$ cat src/rtl/uart_pkg.sv
// Shared types and constants for the UART receiver: FSM state encoding,
// parity mode codes and a parameter legality check used at elaboration.
package uart_pkg;

  localparam logic [1:0] PAR_NONE = 2'd0;
  localparam logic [1:0] PAR_EVEN = 2'd1;
  localparam logic [1:0] PAR_ODD  = 2'd2;

  typedef enum logic [2:0] {
    ST_IDLE   = 3'd0,
    ST_START  = 3'd1,
    ST_DATA   = 3'd2,
    ST_PARITY = 3'd3,
    ST_STOP   = 3'd4
  } rx_state_e;

  function automatic bit uart_params_ok(input int data_w, input int cpb,
                                        input int parity, input int stop_bits);
    return (data_w >= 5) && (data_w <= 9) &&
           (cpb >= 4) && ((cpb % 2) == 0) &&
           (parity >= 0) && (parity <= 2) &&
           ((stop_bits == 1) || (stop_bits == 2));
  endfunction

endpackage

$ cat src/rtl/uart_bit_timer.sv
// Bit-period timer: after a restart the first strobe lands half a bit later
// (start-bit midpoint), then one strobe every CLKS_PER_BIT cycles while enabled.
module uart_bit_timer #(
  parameter int CLKS_PER_BIT = 16
)(
  input  logic clk,
  input  logic reset_n,
  input  logic en,
  input  logic restart,
  output logic strobe
);

  localparam int CW = $clog2(CLKS_PER_BIT);
  localparam logic [CW-1:0] HALF_LOAD = CW'(CLKS_PER_BIT / 2 - 1);
  localparam logic [CW-1:0] FULL_LOAD = CW'(CLKS_PER_BIT - 1);

  logic [CW-1:0] cnt_q, cnt_d;

  always_comb begin
    strobe = en && (cnt_q == '0);
    cnt_d  = cnt_q;
    if (restart)     cnt_d = HALF_LOAD;
    else if (strobe) cnt_d = FULL_LOAD;
    else if (en)     cnt_d = cnt_q - 1'b1;
  end

  always_ff @(posedge clk or negedge reset_n) begin
    if (!reset_n) cnt_q <= '0;
    else          cnt_q <= cnt_d;
  end

endmodule

$ cat src/rtl/uart_rx_core.sv
// UART receiver: synchronised serial input, start/data/parity/stop framing,
// a one-word holding register with valid/ready handshake and error flags.
module uart_rx_core
  import uart_pkg::*;
#(
  parameter int DATA_W       = 8,
  parameter int CLKS_PER_BIT = 16,
  parameter int PARITY       = 0,
  parameter int STOP_BITS    = 1
)(
  input  logic              clk,
  input  logic              reset_n,
  input  logic              rx_data,
  input  logic              rx_ready,
  output logic [DATA_W-1:0] rx_out,
  output logic              rx_valid,
  output logic              frame_err,
  output logic              parity_err,
  output logic              overrun
);

  if (!uart_params_ok(DATA_W, CLKS_PER_BIT, PARITY, STOP_BITS)) begin : g_param_err
    $error("uart_rx_core: illegal parameter combination");
  end

  localparam int BCW = $clog2(DATA_W);
  localparam logic [BCW-1:0] LAST_BIT = BCW'(DATA_W - 1);
  localparam logic           LAST_STOP = 1'(STOP_BITS - 1);
  localparam bit             HAS_PAR = (PARITY != int'(PAR_NONE));

  // Synchroniser and edge detector
  logic       sync1_q, sync1_d, sync2_q, sync2_d;
  logic [1:0] sync_vld_q, sync_vld_d;
  logic       line_prev_q, line_prev_d;
  logic       line, fall;

  // Framing FSM
  rx_state_e         state_q, state_d;
  logic [BCW-1:0]    bit_cnt_q, bit_cnt_d;
  logic              stop_cnt_q, stop_cnt_d;
  logic [DATA_W-1:0] shift_q, shift_d;
  logic              par_bit_q, par_bit_d;
  logic              ferr_acc_q, ferr_acc_d;
  logic              timer_en, timer_restart, strobe;
  logic              word_done, par_calc, par_err_w;

  // Holding register
  logic [DATA_W-1:0] rx_out_q, rx_out_d;
  logic              rx_valid_q, rx_valid_d;
  logic              frame_err_q, frame_err_d;
  logic              parity_err_q, parity_err_d;
  logic              overrun_q, overrun_d;

  // sync_vld_q marks when sync2_q holds a real line sample rather than the
  // reset value, so a line that is low at reset release is not a start edge.
  always_comb begin
    sync1_d     = rx_data;
    sync2_d     = sync1_q;
    sync_vld_d  = {sync_vld_q[0], 1'b1};
    line        = sync2_q;
    line_prev_d = sync_vld_q[1] ? line : 1'b0;
    fall        = sync_vld_q[1] && line_prev_q && !line;
  end

  uart_bit_timer #(.CLKS_PER_BIT(CLKS_PER_BIT)) u_timer (
    .clk     (clk),
    .reset_n (reset_n),
    .en      (timer_en),
    .restart (timer_restart),
    .strobe  (strobe)
  );

  always_comb begin
    state_d       = state_q;
    bit_cnt_d     = bit_cnt_q;
    stop_cnt_d    = stop_cnt_q;
    shift_d       = shift_q;
    par_bit_d     = par_bit_q;
    ferr_acc_d    = ferr_acc_q;
    timer_restart = 1'b0;
    word_done     = 1'b0;
    timer_en      = (state_q != ST_IDLE);
    unique case (state_q)
      ST_IDLE: begin
        if (fall) begin
          state_d       = ST_START;
          bit_cnt_d     = '0;
          timer_restart = 1'b1;
        end
      end
      ST_START: begin
        if (strobe) state_d = line ? ST_IDLE : ST_DATA;
      end
      ST_DATA: begin
        if (strobe) begin
          shift_d   = {line, shift_q[DATA_W-1:1]};
          bit_cnt_d = bit_cnt_q + 1'b1;
          if (bit_cnt_q == LAST_BIT) begin
            state_d    = HAS_PAR ? ST_PARITY : ST_STOP;
            stop_cnt_d = 1'b0;
            ferr_acc_d = 1'b0;
          end
        end
      end
      ST_PARITY: begin
        if (strobe) begin
          par_bit_d = line;
          state_d   = ST_STOP;
        end
      end
      ST_STOP: begin
        if (strobe) begin
          if (!line) ferr_acc_d = 1'b1;
          if (stop_cnt_q == LAST_STOP) begin
            word_done = 1'b1;
            state_d   = ST_IDLE;
          end else begin
            stop_cnt_d = stop_cnt_q + 1'b1;
          end
        end
      end
      default: state_d = ST_IDLE;
    endcase
  end

  always_comb begin
    par_calc = (^shift_q) ^ par_bit_q;
    if (PARITY == int'(PAR_EVEN))     par_err_w = par_calc;
    else if (PARITY == int'(PAR_ODD)) par_err_w = ~par_calc;
    else                              par_err_w = 1'b0;
  end

  // A completing word always loads; it only counts as overrun when the held
  // word is not being consumed on this same edge.
  always_comb begin
    rx_out_d     = rx_out_q;
    rx_valid_d   = rx_valid_q;
    frame_err_d  = frame_err_q;
    parity_err_d = parity_err_q;
    overrun_d    = overrun_q;
    if (word_done) begin
      rx_out_d     = shift_q;
      frame_err_d  = ferr_acc_q | ~line;
      parity_err_d = par_err_w;
      rx_valid_d   = 1'b1;
      if (rx_valid_q && !rx_ready) overrun_d = 1'b1;
    end else if (rx_valid_q && rx_ready) begin
      rx_valid_d = 1'b0;
    end
  end

  always_ff @(posedge clk or negedge reset_n) begin
    if (!reset_n) begin
      sync1_q      <= 1'b1;
      sync2_q      <= 1'b1;
      sync_vld_q   <= '0;
      line_prev_q  <= 1'b0;
      state_q      <= ST_IDLE;
      bit_cnt_q    <= '0;
      stop_cnt_q   <= 1'b0;
      shift_q      <= '0;
      par_bit_q    <= 1'b0;
      ferr_acc_q   <= 1'b0;
      rx_out_q     <= '0;
      rx_valid_q   <= 1'b0;
      frame_err_q  <= 1'b0;
      parity_err_q <= 1'b0;
      overrun_q    <= 1'b0;
    end else begin
      sync1_q      <= sync1_d;
      sync2_q      <= sync2_d;
      sync_vld_q   <= sync_vld_d;
      line_prev_q  <= line_prev_d;
      state_q      <= state_d;
      bit_cnt_q    <= bit_cnt_d;
      stop_cnt_q   <= stop_cnt_d;
      shift_q      <= shift_d;
      par_bit_q    <= par_bit_d;
      ferr_acc_q   <= ferr_acc_d;
      rx_out_q     <= rx_out_d;
      rx_valid_q   <= rx_valid_d;
      frame_err_q  <= frame_err_d;
      parity_err_q <= parity_err_d;
      overrun_q    <= overrun_d;
    end
  end

  assign rx_out     = rx_out_q;
  assign rx_valid   = rx_valid_q;
  assign frame_err  = frame_err_q;
  assign parity_err = parity_err_q;
  assign overrun    = overrun_q;

endmodule

$ cat config.mk
export PLATFORM = sky130hd
export DESIGN_NAME = uart_rx_core
export DESIGN_NICKNAME = d
export VERILOG_FILES = /design/src/rtl/uart_pkg.sv /design/src/rtl/uart_bit_timer.sv /design/src/rtl/uart_rx_core.sv
export SDC_FILE = /design/constraint.sdc
export NUM_CORES = 1
export LEC_CHECK = 0
export ABC_AREA = 1
export BUFFER_PORTS_ARGS = -buffer_cell sky130_fd_sc_hd__buf_4
export CORE_ASPECT_RATIO = 0.5
export CORE_MARGIN = 4
export CORE_UTILIZATION = 56
export DETAILED_ROUTE_END_ITERATION = 8
export HOLD_SLACK_MARGIN = 0.12
export MAX_ROUTING_LAYER = met4
export PLACE_DENSITY = 0.76
export RECOVER_POWER = 50
export SYNTH_ARGS = -nofsm -noshare
export SYNTH_HDL_FRONTEND = slang
export SYNTH_HIERARCHICAL = 1
export SYNTH_SLANG_ARGS = --single-unit
$ cat constraint.sdc
create_clock -name clk -period 2.5 [get_ports clk]
set_clock_uncertainty 0.1 [all_clocks]
set_input_delay 0.125 -clock clk [delete_from_list [all_inputs] [get_ports clk]]
set_output_delay 0.125 -clock clk [all_outputs]
set_load 0.01 [all_outputs]
Word level (Yosys, flattened, before mapping)
Cells that the tools add are included.

Word-level logic and storage cells: 83. Output and inout bits: 12. Memories kept: 0. Latch bits: 0. Register bits: 36. Memory bits (writable): 0. Input bits: 4. Bits in read-only memories: 0.

$lt $le $gt $ge: 0. Multiply operators: 0. Add/subtract/negate cells: 3. Eq/ne operators: 13. Reduce and logical (&&, ||, !) cells: 20. Multiplexer cells: 31. Shift operators: 0. Bitwise operators: 2. Divide/modulo/power cells: 0.

Operators with widths (number): $mux 3 (9); $ne 2x2->1 const B (8); $pmux 3 s5 (1); $mux 1 (14); $mux 4 (3); $reduce_and 7->1 (1); $eq 3x2->1 const B (2); $eq 3x3->1 const B (2); $pmux 3 s2 (1); $reduce_bool 2->1 (3); $reduce_bool 3->1 (2); $logic_and 1x1->1 (5); $reduce_and 5->1 (1); $logic_not 4->1 (1); $pmux 1 s2 (2); $reduce_and 2->1 (2); $reduce_and 4->1 (1); $sub 4x1->4 const B (1); $add 3x1->3 const B (1); $eq 3x1->1 const B (1); $logic_not 3->1 (1); $reduce_and 3->1 (1); $logic_not 1->1 (2); $mux 2 (1); other kinds (3) (3).

Logic depth before layout (Yosys ltp)
Gate-level depths: netlist of the first run.

Depth after elaboration: 5. Mapped depth: 12. Depth with buffers taken out: 12.

Hierarchy
The synthesis of the first run kept the hierarchy.

By module, submodules not included: uart_rx_core (sequential area each 778.2 um^2, times used 1, area an instance 1296.2 um^2, cells an instance 136); uart_bit_timer (sequential area each 100.1 um^2, times used 1, area an instance 225.2 um^2, cells an instance 28).

Least setup slack after synthesis of the first run
OpenSTA, ideal clock, no wires.

Path type: register to register. Start: register state_q[2]. End: register frame_err_q (netlist: frame_err). Cell stages (with the launch flop): 13. Slack: 588 ps. Period minus slack after synthesis: 1912 ps. Setup time: 121 ps. Arrival: 1691 ps. Buffers on the path: 1. Required time: 2279 ps. Cells stage by stage: dfrtp_1 > inv_2 > nand2_1 > inv_2 > nor3_2 > inv_1 > nor2_2 > inv_1 > nor3_4 > inv_2 > buf_6 > nand2_1 > nand2_1.

Cells in the longest elaborated chain, start to end: 4. Elaborated cells on any way between the ends: 5. Classes of those cells: eq/ne (1); mux (2); reduce/logical (2).

Ends and longest elaborated chain: from (decl) (RTL line uart_rx_core.sv:38) `rx_state_e state_q, state_d;`; from (signal assigned) (RTL line uart_rx_core.sv:174) `state_q <= state_d;`; $reduce_bool 3->1 (RTL line uart_rx_core.sv:82) `timer_en = (state_q != ST_IDLE);`; net timer_en (RTL line uart_rx_core.sv:44) `logic timer_en, timer_restart, strobe;`; $logic_and 1x1->1 (RTL line uart_bit_timer.sv:20) `strobe = en && (cnt_q == '0);`; net strobe (RTL line uart_rx_core.sv:44); $mux 1 (RTL line uart_rx_core.sv:112) `if (strobe) begin`; $mux 1 (RTL line uart_rx_core.sv:83) `unique case (state_q)`; to (signal assigned) (RTL line uart_rx_core.sv:182) `frame_err_q <= frame_err_d;`; to (decl) (RTL line uart_rx_core.sv:50) `logic frame_err_q, frame_err_d;`.

The timed path passes the listed nets, and every way through them passes these cells. A chain may end at the register's enable or synchronous reset.

Worst setup path after layout of the first run
Start: register state_q[2]. End: register rx_out_q[3] (netlist: rx_out[3]).

Cells in the longest elaborated chain, start to end: 4. Elaborated cells on any way between the ends: 5. Classes of those cells: eq/ne (1); mux (2); reduce/logical (2).

Ends and longest elaborated chain: $reduce_bool 3->1 (RTL line uart_rx_core.sv:82); net timer_en (RTL line uart_rx_core.sv:44); $logic_and 1x1->1 (RTL line uart_bit_timer.sv:20); net strobe (RTL line uart_rx_core.sv:44); $mux 1 (RTL line uart_rx_core.sv:112); $mux 1 (RTL line uart_rx_core.sv:83); to (signal assigned) (RTL line uart_rx_core.sv:180) `rx_out_q <= rx_out_d;`; to (decl) (RTL line uart_rx_core.sv:48) `logic [DATA_W-1:0] rx_out_q, rx_out_d;`.

The timed path passes the listed nets, and every way through them passes these cells.

==> impl_metrics.py, run 1 <==
metrics = {
    "route": {
        "wl_um": 2475,
        "num_vias": 1098,
        "wl_per_cell_um": 11.10,
        "drt_iter0_drc": 79,
        "vias_per_cell": 4.924,
        "ant_nets": 0,
        "dr.pass1.iters": 4,
        "drc_errors": 0,
    },
    "clock_tree": {
        "cts_tree": "done",
        "cts_root_buffer": "clkbuf_8",
        "htreeDepth": 2,
        "postCtsSetupBuffers": 0,
        "cts_buffer_depth": 2,
        "clk_latency_ps": 280,
        "clock-sinks": 35,
        "path_clk_slew_ps": 70,
        "numCtsBuffers": 5,
    },
    "final_layout": {
        "final_common_cell": "nand2_1",
        "antenna_cells": 0,
        "fin_cells": 223,
        "syn2layout_area_growth_pct": 18.67,
        "layout_common_cells": "44 x nand2_1, 33 x dfrtp_1, 24 x inv_1",
        "drive_above_1_share": 0.2043,
        "nNetsFinal": 192,
        "fillers": 203,
    },
    "critical_path": {
        "cp_common_cell": "inv_2",
        "cp_max_fo": 18,
        "crit_chain": "inv_2 -> nand2_1 -> inv_2 -> nor3_2 -> inv_1 -> nor2_2 -> inv_1 -> nor3_4 -> inv_2 -> nand2_1 -> o21ai_2",
        "rrSetupSlack_ps": 380,
        "critical-path-max-stage-delay_ps": 500,
        "worstSetupPathType": "flop to flop",
        "critPathArrivalTime_ps": 2190,
        "critPathSlowestCell": "dfrtp_1",
        "worstSetupStartpointType": "flop",
        "crit_required_ps": 2570,
        "cp-end-kind": "flop",
    },
    "timing": {
        "fin_hold_ws_ps": 256.8,
        "rsz0062_at_grt": "no",
        "max_clock_freq_ghz": 0.4710,
        "finalSetupTns_ps": 0,
        "post-route-min-period_ps": 2123,
        "tightest_slew_ps": 820.4,
        "hold_viol": 0,
        "finalSetupViolCount": 0,
        "finalCritPeriodShare": 0.8493,
        "slew_violations": 0,
        "relSlewSlack": 0.4531,
    },
    "floorplan": {
        "ios": 16,
        "coreArea_sq_um": 2586,
        "die_area_sq_um": 3665,
        "die_y_um": 44.86,
        "start_util": 0.5883,
        "die_w_um": 81.72,
        "std_cell_rows": 13,
    },
    "power": {
        "finalPower_uw": 1762,
        "p_leak_uw": 0.0009219,
        "irDropWorstVdd_mv": 0.6806,
        "p_per_area_nw_per_um2": 976.2,
    },
    "yosys": {
        "yosys_warnings": 6,
        "ys_ff_latch": 35,
        "synth_nets": 171,
        "synth_cells": 164,
        "seq_area_frac_synth": 0.5773,
        "syn_area_sq_um": 1521,
        "yosys.cell_types.count": 24,
        "avgSynthCellArea_sq_um": 9.277,
    },
    "global_route": {
        "grt.overflow.total": 0,
        "grt_usage": 0.1687,
        "grt_pass1_vias": 1052,
        "antenna_found_initial": 0,
        "grt_start_max_net_pins": 36,
        "grt_pass1_wl_um": 4395,
    },
    "hold_path": {
        "holdCritPathClass": "flop to flop",
    },
    "place": {
        "port_buffers": 14,
        "placedCellCount": 212,
        "place.gp.congestion": 0.9029,
        "place_hpwl_um": 1668,
    },
    "outcome": {
        "status": "complete, no violations",
    },
    "flow_run": {
        "cap_violations": 0,
    },
}
[kinds of logic (layout without fill, tap and decap cells)]
group	Yosys count	after routing	share of synthesized area
simple gates	71	71	0.2163
fa+ha+maj	3	3	0.02467
buf+inv	30	52	0.08224
other cells	2	2	0.004936
flops	35	35	0.5773
compound gates	23	23	0.09457
[cell usage after synthesis]
master     n  area share
nand2_1   44        0.11
dfrtp_1   33        0.54
inv_1     24       0.059
o21ai_1   11       0.036
nand3_1    9       0.030
nor2_1     9       0.022
o21ai_2    6       0.035
o21ai_0    4       0.013
ha_1       3       0.025
inv_2      3      0.0074
conb_1     2      0.0049
dfstp_2    2       0.035
nor2_2     2      0.0082
nor3_4     2       0.021
a21oi_1    1      0.0033
buf_2      1      0.0033
buf_4      1      0.0049
buf_6      1      0.0074
nand2_2    1      0.0041
nand4_1    1      0.0041
nor2_4     1      0.0074
nor3_2     1      0.0066
nor4_1     1      0.0041
o21bai_2   1      0.0074
[critical path: cells and delay by family (launching register included)]
kind	cells	cell delay [ps]
buffers and inverters	5	570
AO/OA/AOI/OAI	1	50
AND/OR/NAND/NOR	5	790
flip-flops	1	500
[per-layer routing]
metal | global-route usage | part of all wire
met2 | 0.2767 | 0.48
met5 | - | 0
met4 | 0.06291 | 0.012
met3 | 0.06574 | 0.062
met1 | 0.1908 | 0.45
[power breakdown]
part	internal [uW]	switching (uW)	total [uW]	leakage, uW
clock	399	198	597	0.0000654
combinational	142	302	444	0.000391
sequential	647	75.0	722	0.000465
[through the flow]
step	utilization	setup slack, ps	area, sq um
after floorplan	-	587.6	1521
after global placement	0.6376	474.4	1649
after detailed placement	0.6376	408.9	1649
after CTS	0.7005	369.2	1812
after global routing	0.6981	185.1	1805
final	0.6981	376.7	1805
[timing repair]
item	in CTS	in global routing
endpoints found under the hold margin	38	0
hold buffers	3	0
gates resized for setup	0	0
[area by class of cell]
type | count | area [sq um] | area share
multi-input combinational | 99 | 518.0 | 0.2869
sequential | 35 | 878.3 | 0.4865
tap | 37 | 46.29 | 0.02564
clock inverter | 2 | 60.06 | 0.03326
clock buffer | 6 | 72.57 | 0.04019
timing repair buffer | 17 | 128.9 | 0.07138
inverter | 27 | 101.3 | 0.05613
[sequential cells by signal, indices dropped and copies added (netlist names), 2 cells and up]
name,count
rx_out,8
shift_q,8
u_timer/cnt_q,4
bit_cnt_q,3
state_q,3
sync_vld_q,2
[path summary, 6_finish.rpt]
check | from | endpoint | cells after the start
max | state_q[2] | rx_out[3] | 11
min | sync_vld_q[0] | sync_vld_q[1] | 0
max reg2reg | state_q[2] | rx_out[3] | 11
min reg2reg | sync_vld_q[0] | sync_vld_q[1] | 0
max in group asynchronous | reset_n | u_timer/cnt_q[0] | 2
min in group asynchronous | reset_n | shift_q[3] | 2
Power figures use the tool's default switching activity.
==> run 2, diff against run 1 <==
Settings changed: ABC_AREA 1 to 0, PLACE_DENSITY 0.76 to 0.77.
Clock period 2.5 ns to 2.2 ns, I/O delays scaled along.
==> impl_metrics.py, run 2 <==
metrics = {
    "yosys": {
        "synth_cells": 110,
        "syn_area_sq_um": 1501,
        "yosysMostFrequentCell": "dfrtp_1",
        "post-synth-top-area-cell": "dfrtp_1",
        "yosysTopAreaCellShare": 0.5500,
        "ys.flop_type": "dfrtp_1",
        "avgSynthCellArea_sq_um": 13.65,
        "yosys.cell_types.count": 30,
        "synth_nets": 117,
        "synth_area_leaders": "dfrtp_1 55%, mux2_4 12%, dfstp_2 3.5%, mux2_2 3.0%, nand2b_1 2.9%",
        "synth-async-reset-ratio": 1.000,
        "seq_area_frac_synth": 0.5850,
        "synth_edf_count": 0,
        "ys_ff_latch": 35,
        "yosys_warnings": 6,
        "synth_top_cells_by_count": "33 x dfrtp_1, 12 x mux2_4, 7 x nand2b_1",
    },
    "timing": {
        "relSlewSlack": 0.4354,
        "finalSetupTns_ps": 0,
        "worst_slack_ps": 166.3,
        "finalCritPeriodShare": 0.9244,
        "tightest_slew_ps": 846.8,
        "rsz0062_at_grt": "no",
        "finalSetupViolCount": 0,
        "hold_viol": 0,
        "slew_violations": 0,
        "max_clock_freq_ghz": 0.4917,
        "post-route-min-period_ps": 2034,
    },
    "clock_tree": {
        "clock-sinks": 35,
        "cts_root_buffer": "clkbuf_8",
        "cts_tree": "done",
        "cts_buffer_depth": 2,
        "htreeDepth": 2,
        "numCtsBuffers": 5,
        "clk_latency_ps": 270,
        "cts.repair.resized": 0,
        "path_clk_slew_ps": 60,
    },
    "final_layout": {
        "final_common_cell": "dfrtp_1",
        "syn2layout_area_growth_pct": 16.33,
        "antenna_cells": 0,
        "fillers": 167,
        "nNetsFinal": 141,
        "fin_cells": 170,
        "drive_above_1_share": 0.3185,
        "layout_common_cells": "33 x dfrtp_1, 14 x buf_4, 12 x mux2_4",
    },
    "critical_path": {
        "critical-path-max-stage-delay_ps": 430,
        "crit_required_ps": 2260,
        "cp_max_fo": 15,
        "rr_endpoint": "shift_q[5]",
        "worstSetupPathType": "flop to flop",
        "r2r_cells": 5,
        "critPathSlowestCell": "dfrtp_1",
        "critPathArrivalTime_ps": 2090,
        "worstSetupStartpointType": "flop",
        "rr_startpoint": "state_q[2]",
        "rrSetupSlack_ps": 170,
        "cp-end-kind": "flop",
        "crit_chain": "or3_4 -> and2b_1 -> and3b_1 -> and4bb_4 -> mux2_4",
    },
    "power": {
        "p_comb_frac": 0.217,
        "p_clk_frac": 0.281,
        "p_per_area_nw_per_um2": 874.6,
        "seqPwrFrac": 0.501,
        "p_sw_uw": 420.1,
        "irDropWorstVdd_mv": 0.6395,
        "power.internal_uw": 1108,
        "switching_share": 0.2750,
        "p_leak_uw": 0.0008641,
    },
    "floorplan": {
        "die_w_um": 81.23,
        "coreArea_sq_um": 2372,
        "start_util": 0.6329,
        "std_cell_rows": 12,
        "ios": 16,
        "die_area_sq_um": 3624,
        "die_y_um": 44.62,
    },
    "route": {
        "drt_iter0_drc": 41,
        "wl_um": 2394,
        "ant_nets": 0,
        "wl_per_cell_um": 14.08,
        "dr.pass1.iters": 4,
        "vias_per_cell": 5.094,
        "num_vias": 866,
        "drc_errors": 0,
    },
    "hold_path": {
        "holdPathEnd": "line",
        "holdCritPathClass": "flop to flop",
        "hp-start": "sync1_q",
        "hold_depth": 0,
    },
    "global_route": {
        "grt_pass1_vias": 855,
        "grt_start_max_net_pins": 36,
        "grt_pass1_wl_um": 4195,
        "grt_usage": 0.1655,
        "grt.overflow.total": 0,
        "antenna_found_initial": 0,
    },
    "outcome": {
        "status": "complete, no violations",
    },
    "flow_run": {
        "cap_violations": 0,
    },
    "place": {
        "port_buffers": 14,
        "place.gp.congestion": 0.7929,
        "placedCellCount": 159,
        "place_hpwl_um": 1657,
        "dp_slack_ps": 177.3,
    },
}
run 2: final cells by class:
class                           instances  area [sq um]  share of cell area
Clock buffer                            8         80.08             0.04585
Inverter                                6         22.52             0.01289
Multi-Input combinational cell         66         570.5              0.3266
Sequential cell                        35         878.3              0.5029
Tap cell                               35         43.79             0.02507
Timing Repair Buffer                   20         151.4             0.08668
run 2: metal layers:
metal,GRT usage,vias to the layer above,part of all wire
li1,-,423,-
met1,0.2212,424,0.50
met2,0.2398,17,0.45
met3,0.06098,2,0.049
met4,0.04040,0,0.0050
met5,-,-,0
run 2: timing repair:
| action | CTS | global route |
|---|---|---|
| setup buffers | 0 | 0 |
| hold buffers | 3 | 0 |
| endpoints found under the hold margin | 38 | 0 |
run 2: critical path: cells and delay by family (launching register included):
kind | cells | cell delay [ps]
AND/OR/NAND/NOR | 4 | 1070
multiplexers | 1 | 320
flip-flops | 1 | 430
run 2: cell families (layout without fill, tap and decap cells):
family,Yosys count,after routing,share of synthesized area
XOR/XNOR,1,1,0.005834
buffers and inverters,9,34,0.03500
AND/OR/NAND/NOR,25,25,0.1158
AO/OA/AOI/OAI,19,19,0.07833
flip-flops,35,35,0.5850
other,2,2,0.005002
multiplexers,16,16,0.1500
adder cells (fa/ha/maj),3,3,0.02500
run 2: worst max-delay path by stage:
stage	cells past startpoint	slack (ps)	end	from
3_5_place_dp	5	180	rx_out[2]	state_q[2]
5_1_grt	5	50	shift_q[7]	state_q[2]
2_1_floorplan	6	70	rx_out[0]	state_q[0]
4_1_cts	5	170	shift_q[5]	state_q[2]
3_3_place_gp	5	210	rx_out[0]	state_q[2]
6_report	5	170	shift_q[5]	state_q[2]
run 2: per-stage QoR:
stage | util | area, sq um | power [uW] | hold WS, ps
floorplan | - | 1501 | 997.5 | -285.6
global placement | 0.6925 | 1643 | 1096 | -20.20
detailed placement | 0.6925 | 1643 | 1111 | -15.03
CTS | 0.7389 | 1753 | 1545 | 226.2
global route | 0.7363 | 1747 | 1633 | 264.4
finish | 0.7363 | 1747 | 1528 | 261.2
run 2: power groups by stage:
stage / combinational [uW] / sequential, uW / clock (uW)
finish: 332 / 766 / 430
global route: 378 / 774 / 481
CTS: 338 / 766 / 442
detailed placement: 333 / 778 / 0
global placement: 322 / 774 / 0
floorplan: 218 / 779 / 0
